==> src/rtl/dmem_byte_responder_if.sv <==
// Request/response bundle between the core's MEM stage (master) and the
// byte-wide data-memory responder (slave).
interface dmem_byte_responder_if;
    logic        req_valid;
    logic        req_ready;
    logic        req_we;
    logic [15:0] req_addr;
    logic [15:0] req_wdata;
    logic        resp_valid;
    logic [15:0] resp_rdata;
    logic        resp_err;
    logic        busy;

    modport master (
        output req_valid, req_we, req_addr, req_wdata,
        input  req_ready, resp_valid, resp_rdata, resp_err, busy
    );

    modport slave (
        input  req_valid, req_we, req_addr, req_wdata,
        output req_ready, resp_valid, resp_rdata, resp_err, busy
    );
endinterface

==> src/rtl/dmem_byte_responder.sv <==
// 16-bit load/store responder over byte-wide storage: two little-endian byte
// accesses with WAIT extra cycles each. Optional macro: DMEM_ALIGN_CHECK_EN.
module dmem_byte_responder #(
    parameter int DEPTH = 128,
    parameter int WAIT  = 1
) (
    input logic                   clk,
    input logic                   rst,
    dmem_byte_responder_if.slave  bus
);
    localparam int         AW     = $clog2(DEPTH);
    localparam logic [3:0] WAIT_L = 4'(WAIT);

    typedef enum logic [1:0] {IDLE, BYTE0, BYTE1, RESP} state_t;

    state_t        r_state;
    state_t        w_state_next;
    logic [3:0]    r_wait;
    logic [3:0]    w_wait_next;

    logic [AW-1:0] r_a0;
    logic          r_we;
    logic [15:0]   r_wdata;
    logic [7:0]    r_lo;
    logic [15:0]   r_rdata;

    logic [7:0]    r_mem [DEPTH];

    logic          w_accept;
    logic          w_last;
    logic          w_misaligned;
    logic [AW-1:0] w_a1;
    logic          w_wr_en;
    logic [AW-1:0] w_wr_idx;
    logic [7:0]    w_wr_byte;
    logic          w_unused_addr;

    // Upper address bits alias onto the same storage and are deliberately dropped.
    assign w_unused_addr = ^bus.req_addr[15:AW];

    assign w_a1   = r_a0 + AW'(1);
    assign w_last = (r_wait == WAIT_L);

`ifdef DMEM_ALIGN_CHECK_EN
    assign w_misaligned = bus.req_addr[0];
`else
    assign w_misaligned = 1'b0;
`endif

    always_ff @(posedge clk or posedge rst) begin
        if (rst) begin
            r_state <= IDLE;
            r_wait  <= 4'd0;
        end else begin
            r_state <= w_state_next;
            r_wait  <= w_wait_next;
        end
    end

    always_comb begin
        w_state_next = r_state;
        w_wait_next  = r_wait;
        w_accept     = 1'b0;
        case (r_state)
            IDLE: begin
                w_wait_next = 4'd0;
                if (bus.req_valid) begin
                    w_accept     = 1'b1;
                    w_state_next = w_misaligned ? RESP : BYTE0;
                end
            end
            BYTE0: begin
                if (w_last) begin
                    w_state_next = BYTE1;
                    w_wait_next  = 4'd0;
                end else begin
                    w_wait_next  = r_wait + 4'd1;
                end
            end
            BYTE1: begin
                if (w_last) begin
                    w_state_next = RESP;
                    w_wait_next  = 4'd0;
                end else begin
                    w_wait_next  = r_wait + 4'd1;
                end
            end
            RESP: begin
                w_state_next = IDLE;
            end
            default: begin
                w_state_next = IDLE;
                w_wait_next  = 4'd0;
            end
        endcase
    end

    assign bus.req_ready  = (r_state == IDLE);
    assign bus.busy       = (r_state != IDLE);
    assign bus.resp_valid = (r_state == RESP);
    assign bus.resp_rdata = r_rdata;

    always_ff @(posedge clk or posedge rst) begin
        if (rst) begin
            r_a0    <= '0;
            r_we    <= 1'b0;
            r_wdata <= 16'h0000;
            r_lo    <= 8'h00;
            r_rdata <= 16'h0000;
        end else begin
            if (w_accept) begin
                r_a0    <= bus.req_addr[AW-1:0];
                r_we    <= bus.req_we;
                r_wdata <= bus.req_wdata;
            end
            if (r_state == BYTE0 && w_last && !r_we)
                r_lo <= r_mem[r_a0];
            // Loads publish the whole halfword on the edge entering RESP.
            if (r_state == BYTE1 && w_last && !r_we)
                r_rdata <= {r_mem[w_a1], r_lo};
        end
    end

`ifdef DMEM_ALIGN_CHECK_EN
    logic r_err;

    always_ff @(posedge clk or posedge rst) begin
        if (rst)
            r_err <= 1'b0;
        else if (w_accept)
            r_err <= w_misaligned;
        else if (r_state == RESP)
            r_err <= 1'b0;
    end

    assign bus.resp_err = r_err;
`else
    assign bus.resp_err = 1'b0;
`endif

    assign w_wr_en   = r_we && w_last && (r_state == BYTE0 || r_state == BYTE1);
    assign w_wr_idx  = (r_state == BYTE1) ? w_a1 : r_a0;
    assign w_wr_byte = (r_state == BYTE1) ? r_wdata[15:8] : r_wdata[7:0];

    // Storage survives reset; only the control path is cleared.
    always_ff @(posedge clk) begin
        if (w_wr_en)
            r_mem[w_wr_idx] <= w_wr_byte;
    end
endmodule
==> src/flat_wrapper.sv <==
// flat-port wrapper written by rule: the top's interface ports become plain ports
module dmem_byte_responder_flat 
#(
    parameter int DEPTH = 128,
    parameter int WAIT  = 1
)
  (clk, rst, bus_req_valid, bus_req_we, bus_req_addr, bus_req_wdata, bus_req_ready, bus_resp_valid, bus_resp_rdata, bus_resp_err, bus_busy);
  dmem_byte_responder_if bus_i ();
  input logic clk;
  input logic rst;
  input wire logic [$bits(bus_i.req_valid)-1:0] bus_req_valid;
  input wire logic [$bits(bus_i.req_we)-1:0] bus_req_we;
  input wire logic [$bits(bus_i.req_addr)-1:0] bus_req_addr;
  input wire logic [$bits(bus_i.req_wdata)-1:0] bus_req_wdata;
  output wire logic [$bits(bus_i.req_ready)-1:0] bus_req_ready;
  output wire logic [$bits(bus_i.resp_valid)-1:0] bus_resp_valid;
  output wire logic [$bits(bus_i.resp_rdata)-1:0] bus_resp_rdata;
  output wire logic [$bits(bus_i.resp_err)-1:0] bus_resp_err;
  output wire logic [$bits(bus_i.busy)-1:0] bus_busy;
  assign bus_i.req_valid = bus_req_valid;
  assign bus_i.req_we = bus_req_we;
  assign bus_i.req_addr = bus_req_addr;
  assign bus_i.req_wdata = bus_req_wdata;
  assign bus_req_ready = bus_i.req_ready;
  assign bus_resp_valid = bus_i.resp_valid;
  assign bus_resp_rdata = bus_i.resp_rdata;
  assign bus_resp_err = bus_i.resp_err;
  assign bus_busy = bus_i.busy;
  dmem_byte_responder #(.DEPTH(DEPTH), .WAIT(WAIT)) u_core (.clk(clk), .rst(rst), .bus(bus_i));
endmodule
==> config.mk <==
export PLATFORM = sky130hd
export DESIGN_NAME = dmem_byte_responder_flat
export DESIGN_NICKNAME = d
export VERILOG_FILES = /design/src/rtl/dmem_byte_responder_if.sv /design/src/rtl/dmem_byte_responder.sv /design/src/flat_wrapper.sv
export SDC_FILE = /design/constraint.sdc
export NUM_CORES = 2
export LEC_CHECK = 0
export CAP_MARGIN = 10
export CORE_ASPECT_RATIO = 0.8
export CORE_MARGIN = 1.5
export CORE_UTILIZATION = 65
export DETAILED_ROUTE_END_ITERATION = 6
export PLACE_DENSITY_LB_ADDON = 0.3
export SLEW_MARGIN = 0
export SYNTH_ARGS = -nofsm -noshare
export SYNTH_HDL_FRONTEND = slang
export SYNTH_SLANG_ARGS = --single-unit
==> constraint.sdc <==
create_clock -name clk -period 5.5 [get_ports clk]
set_input_delay 0.825 -clock clk [delete_from_list [all_inputs] [get_ports clk]]
set_output_delay 0.825 -clock clk [all_outputs]
set_load 0.005 [all_outputs]
# Yosys cells after proc, flatten, opt, wreduce, memory -nomap -nowiden
# Memory sizes are Yosys's and may differ from the RTL's. A register that Yosys moved wholly into a read port is not among the register bits.
# Index checks and enable logic that the tools add are counted.
# word_totals
mem_count	1
register_bits	46
ramBits	1024
wordCells	41
input_bits	36
output_inout_bits	20
# memory_table
memory	words	width	rd	rd_clocked_by_memory_dff	write_ports	line_no	rtl
u_core.r_mem	128	8	2	2	1	dmem_byte_responder.sv:27	logic [7:0] r_mem [DEPTH];
# op_classes
n_addsub	2
n_eq_ne	7
reduce_logical	13
mux	12
# ops
operator	n
2-to-1 mux 8 bit	1
one-hot mux 2 bit (4 select lines)	1
one-hot mux 4 bit (2 select lines)	1
adder 7 x 1 -> 7 bit, second input constant	1
2-to-1 mux 7 bit	1
logical AND 1 bit	6
2-to-1 mux 2 bit	3
adder 4 x 1 -> 4 bit, second input constant	1
equality test 2 bit, second input constant	2
equality test 4 x 1 -> 1 bit, second input constant	1
2-to-1 mux 1 bit	4
2-to-1 mux 4 bit	1
!= test 2 x 1 -> 1 bit, second input constant	2
nonzero test 2 bit	2
AND reduction 3 bit	1
equality test 2 x 1 -> 1 bit, second input constant	1
logical NOT 2 bit	1
!= test 2 bit, second input constant	1
OR reduction 2 bit	1
logical NOT 1 bit	1
logical OR 1 bit	1

# Depth between registers and ports, before layout
# depth
word_depth	5
depth_mapped	11
mapped_depth_nobuf	9

# Worst setup path before layout
# No wires, ideal clock.
# synth_path
kind	reg-to-reg
startpoint	register u_core.r_a0[0]
endpoint	memory u_core.r_mem[39][0] (enable)
path_buffers	4
t_arrival_ns	2.611
path_slack_ns	2.519
path_stages_with_launch	12
period_less_slack_ns	2.981
path_cell_list	dfrtp_1 > ha_1 > buf_2 > clkbuf_1 > clkbuf_1 > nand2_1 > nor2_1 > a21oi_1 > o22ai_1 > nand2_1 > clkbuf_1 > nor2_1
# synth_via
elab_chain_cells	2
# synth_rtl
item	line_no	rtl
start, declared	dmem_byte_responder.sv:21	logic [AW-1:0] r_a0;
start signal, assigned	dmem_byte_responder.sv:112	r_a0 <= bus.req_addr[AW-1:0];
adder 7 x 1 -> 7 bit	dmem_byte_responder.sv:41	assign w_a1 = r_a0 + AW'(1);
2-to-1 mux 7 bit *	dmem_byte_responder.sv:142	assign w_wr_idx = (r_state == BYTE1) ? w_a1 : r_a0;
end, declared	dmem_byte_responder.sv:27	
# Mark *: on every way between the ends. The rest lies on a longest branch, timed or not.

# Worst setup path after layout
# layout_path
startpoint	register u_core.r_a0[0]
endpoint	register u_core.r_rdata[13], in the netlist u_core.bus.resp_rdata[13], read port of u_core.r_mem
# layout_via
elab_chain_cells	1
# layout_rtl
item	line_no	rtl
adder 7 x 1 -> 7 bit	dmem_byte_responder.sv:41	
end, declared	dmem_byte_responder.sv:25	logic [15:0] r_rdata;
# Every way passes these cells.
# A chain may end at the register's enable or synchronous reset.

==> results.yml <==
global_routing:
  overflow: 0
  grt_pass1_wl_mm: 198
  grt_max_degree: 122
  grt_pass1_vias: 28800
  antenna_found_initial: 3
  grtUsageTotal_pct: 34.9
route:
  viasPerCell: 7.64
  first_pass_iters: 7
  routedWlPerCell_um: 35.8
  postRouteWirelength_mm: 136
  ant_nets: 0
  vias: 29000
  drc: 0
  drt_iter0_markers: 4667
timing:
  timing.final.crit_share_pct: 77.2
  slew_headroom_pct: 12.4
  grt_setup_unrepaired: "no"
  finalSetupViolCount: 0
  fin_skew_ns: 0.0379
  max_freq_mhz: 236
  fin_crit_ns: 4.24
  drv_slew: 0
  worst_slew_pin_slew_ns: 1.28
  finalSetupTns_ns: 0
  hold_violations: 0
pwr:
  power_density_nw_per_um2: 635
  ir_drop_v: 0.000757
  clkPwrFrac_pct: 20.3
  switching_share_pct: 38.9
  power.net_switching_mw: 13.9
  fin_total_pwr_mw: 35.7
  internal_power_mw: 21.8
  p_leak_nw: 18.2
  p_seq_share_pct: 32.3
  power_frac_comb_pct: 47.4
critical_path:
  slowest_stage: "ha_4"
  path_depth: 9
  required_ns: 6.08
  crit_path_end_kind: "flip-flop"
  r2r_cells: 9
  crit_type: "flip-flop to flip-flop"
  cp_top_family: "compound AO/OA/AOI/OAI gates"
  slowest_delay_ns: 0.79
  worstPathArrival_ns: 4.82
  crit_top_cell: "buf_4"
  cp-start-kind: "flip-flop"
  crit_buf_inv: 2
  crit_path_cell_trace: "ha_4, buf_4, buf_4, mux4_2, a211oi_1, a21oi_1, a22oi_1, a31oi_1, a211o_1"
  crit_fanout: 46
min_path:
  whs_path_depth: 1
  hold_path_class: "flip-flop to flip-flop"
yosys:
  synth_edf_count: 1024
  ys_ff_latch: 1078
  ys_types: 48
  synth-seq-area-share_pct: 63.4
  syn_area_um2: 50600
  async_flop_share_pct: 5.01
  synthFlopType: "edfxtp_1"
  synth_cells: 2566
  yosysWarnings: 0
  syn_nets: 2610
  syn_avg_cell_area_um2: 19.7
run_status:
  status: "completed"
final_layout:
  final_util_pct: 72.9
  nets: 2725
  diodes: 0
  syn_to_final_growth_pct: 11.0
  drive_gt1_share_pct: 33.3
clock_network:
  cts.clk_slew.worst_paths_ns: 0.06
  post_cts_resized: 0
  clk_latency_ns: 0.70
  cts.sinks: 1078
  cts_buffer_depth: 3
  post_cts_buffers: 0
  cts_tree: "yes"
  cts_made_buffers: 102
  htreeDepth: 3
  cts_hold_buf: 0
  clock-root-buffer: "clkbuf_16"
floorplanning:
  fp.dieH_um: 253
  die_x_um: 315
  die-area_um2: 79600
  fp.coreArea_um2: 77100
  io_pins: 56
  initial_core_util_pct: 65.7
  num_rows: 91
placed_design:
  port_buffers: 45
  hpwl_mm: 86.0
  gp_routability_congestion: 0.975
run:
  drv_cap: 0
==> worst paths after layout <==
path	start	to	slack [ns]
worst max-delay path	u_core.r_a0[0]$_DFFE_PP0P_	u_core.bus.resp_rdata[13]$_DFFE_PP0P_	1.26
worst min-delay path	u_core.r_wdata[9]$_DFFE_PP0P_	u_core.r_wdata[9]$_DFFE_PP0P_	0.51
worst max register to register	u_core.r_a0[0]$_DFFE_PP0P_	u_core.bus.resp_rdata[13]$_DFFE_PP0P_	1.26
worst min register to register	u_core.r_wdata[9]$_DFFE_PP0P_	u_core.r_wdata[9]$_DFFE_PP0P_	0.51
max in group asynchronous	rst	u_core.r_a0[0]$_DFFE_PP0P_	4.28
min in group asynchronous	rst	u_core.r_wdata[11]$_DFFE_PP0P_	0.67
==> cell usage after synthesis (4+ instances only) <==
master	count	area, um^2
or2_2	4	25.0
nand3_1	24	120
nor2b_1	20	125
clkbuf_1	64	240
a2111oi_0	7	61.3
o22ai_1	20	125
o21ai_0	15	75.1
nand2b_1	5	31.3
buf_4	25	188
xor2_1	6	52.6
mux2_2	49	552
a31oi_1	11	68.8
mux2i_1	194	1940
a211oi_1	26	195
nand2_1	72	270
a21oi_1	35	175
nor2_1	161	604
dfrtp_1	54	1350
a22oi_1	22	165
or3_1	4	25.0
a211o_1	8	70.1
inv_1	7	26.3
edfxtp_1	1024	30700
a311oi_1	16	140
o211ai_1	7	52.6
buf_6	8	90.1
mux4_1	7	184
xnor2_1	6	52.6
mux4_2	538	12100
ha_1	8	100
buf_1	17	63.8
buf_2	80	400
==> final cells by class <==
type	count	area, um^2
Sequential cell	1078	32100
Fill cell	4198	20900
Multi-Input combinational cell	1284	17600
Clock buffer	125	2760
Timing Repair Buffer	208	1790
Tap cell	1023	1280
Clock inverter	67	661
Inverter	7	26.3
==> logic make-up after synthesis <==
family                   count (synthesis)  share of synthesized area [%]
AO/OA/AOI/OAI                          176                           2.37
XOR/XNOR                                12                          0.208
adder cells (fa/ha/maj)                  8                          0.198
buffers and inverters                  204                           2.09
flip-flops                            1078                           63.4
multiplexers                           788                           29.2
other                                    1                        0.00741
AND/OR/NAND/NOR                        299                           2.50
==> power by group through the flow <==
| stage | Sequential [mW] | Combinational [mW] | Clock [mW] |
|---|---|---|---|
| 2_1_floorplan | 11.4 | 11.2 | 0 |
| 3_3_place_gp | 11.6 | 15.9 | 0 |
| 3_5_place_dp | 11.7 | 16.3 | 0 |
| 4_1_cts | 11.5 | 16.5 | 7.26 |
| 5_1_grt | 11.5 | 17.5 | 7.57 |
| 6_report | 11.5 | 16.9 | 7.24 |
==> layout by cell type, fill, tap and decap left out, types with 8 or more instances in the layout <==
cell and instances:
bufinv_16 12, clkdlybuf4s50_1 45, a21oi_1 35, mux4_2 538, buf_12 9, nand3_1 24, o21ai_0 15, buf_4 152
o22ai_1 20, mux2_2 41, a311oi_1 16, clkinv_2 23, a22oi_1 22, a211oi_1 26, nor2_1 161, mux2_4 8
edfxtp_1 1024, nand2_1 72, nor2b_1 20, a211o_1 8, clkinv_1 20, clkbuf_16 106, mux2i_1 194, a31oi_1 11
dfrtp_1 49, clkbuf_1 15
==> per-layer routing <==
metal | track usage, % | vias to the layer above | part of all wire [%]
met1 | 50.0 | 15000 | 35
met3 | 13.3 | 352 | 16
met4 | 9.56 | 4 | 3.4
met5 | 0 | - | 0.027
met2 | 51.3 | 2402 | 45
li1 | - | 11200 | -
==> sequential cells by signal (all words and copies together), names as in the netlist <==
register               flops
u_core.r_a0                7
u_core.r_lo                8
u_core.bus.resp_rdata     16
u_core.r_wdata            16
u_core.r_wait              4
u_core.r_state             2
u_core.r_mem            1024
u_core.r_we                1
==> worst reg2reg max path, cell delays in order (launching register included) <==
cell,delay (ns)
dfrtp_4,0.57
ha_4,0.79
buf_4,0.61
buf_4,0.50
mux4_2,0.40
a211oi_1,0.38
a21oi_1,0.13
a22oi_1,0.28
a31oi_1,0.20
a211o_1,0.26
==> metrics by stage <==
stage	instance area [um^2]	instances	hold slack (ns)	setup WS (ns)
final	56200	3792	0.512	1.26
after global placement	52800	3598	0.473	1.40
after detailed placement	52800	3598	0.499	1.40
after CTS	56200	3790	0.513	1.38
after floorplan	50600	2566	0.445	2.52
after global routing	56200	3792	0.524	1.24
(Power assumes the default switching activity.)
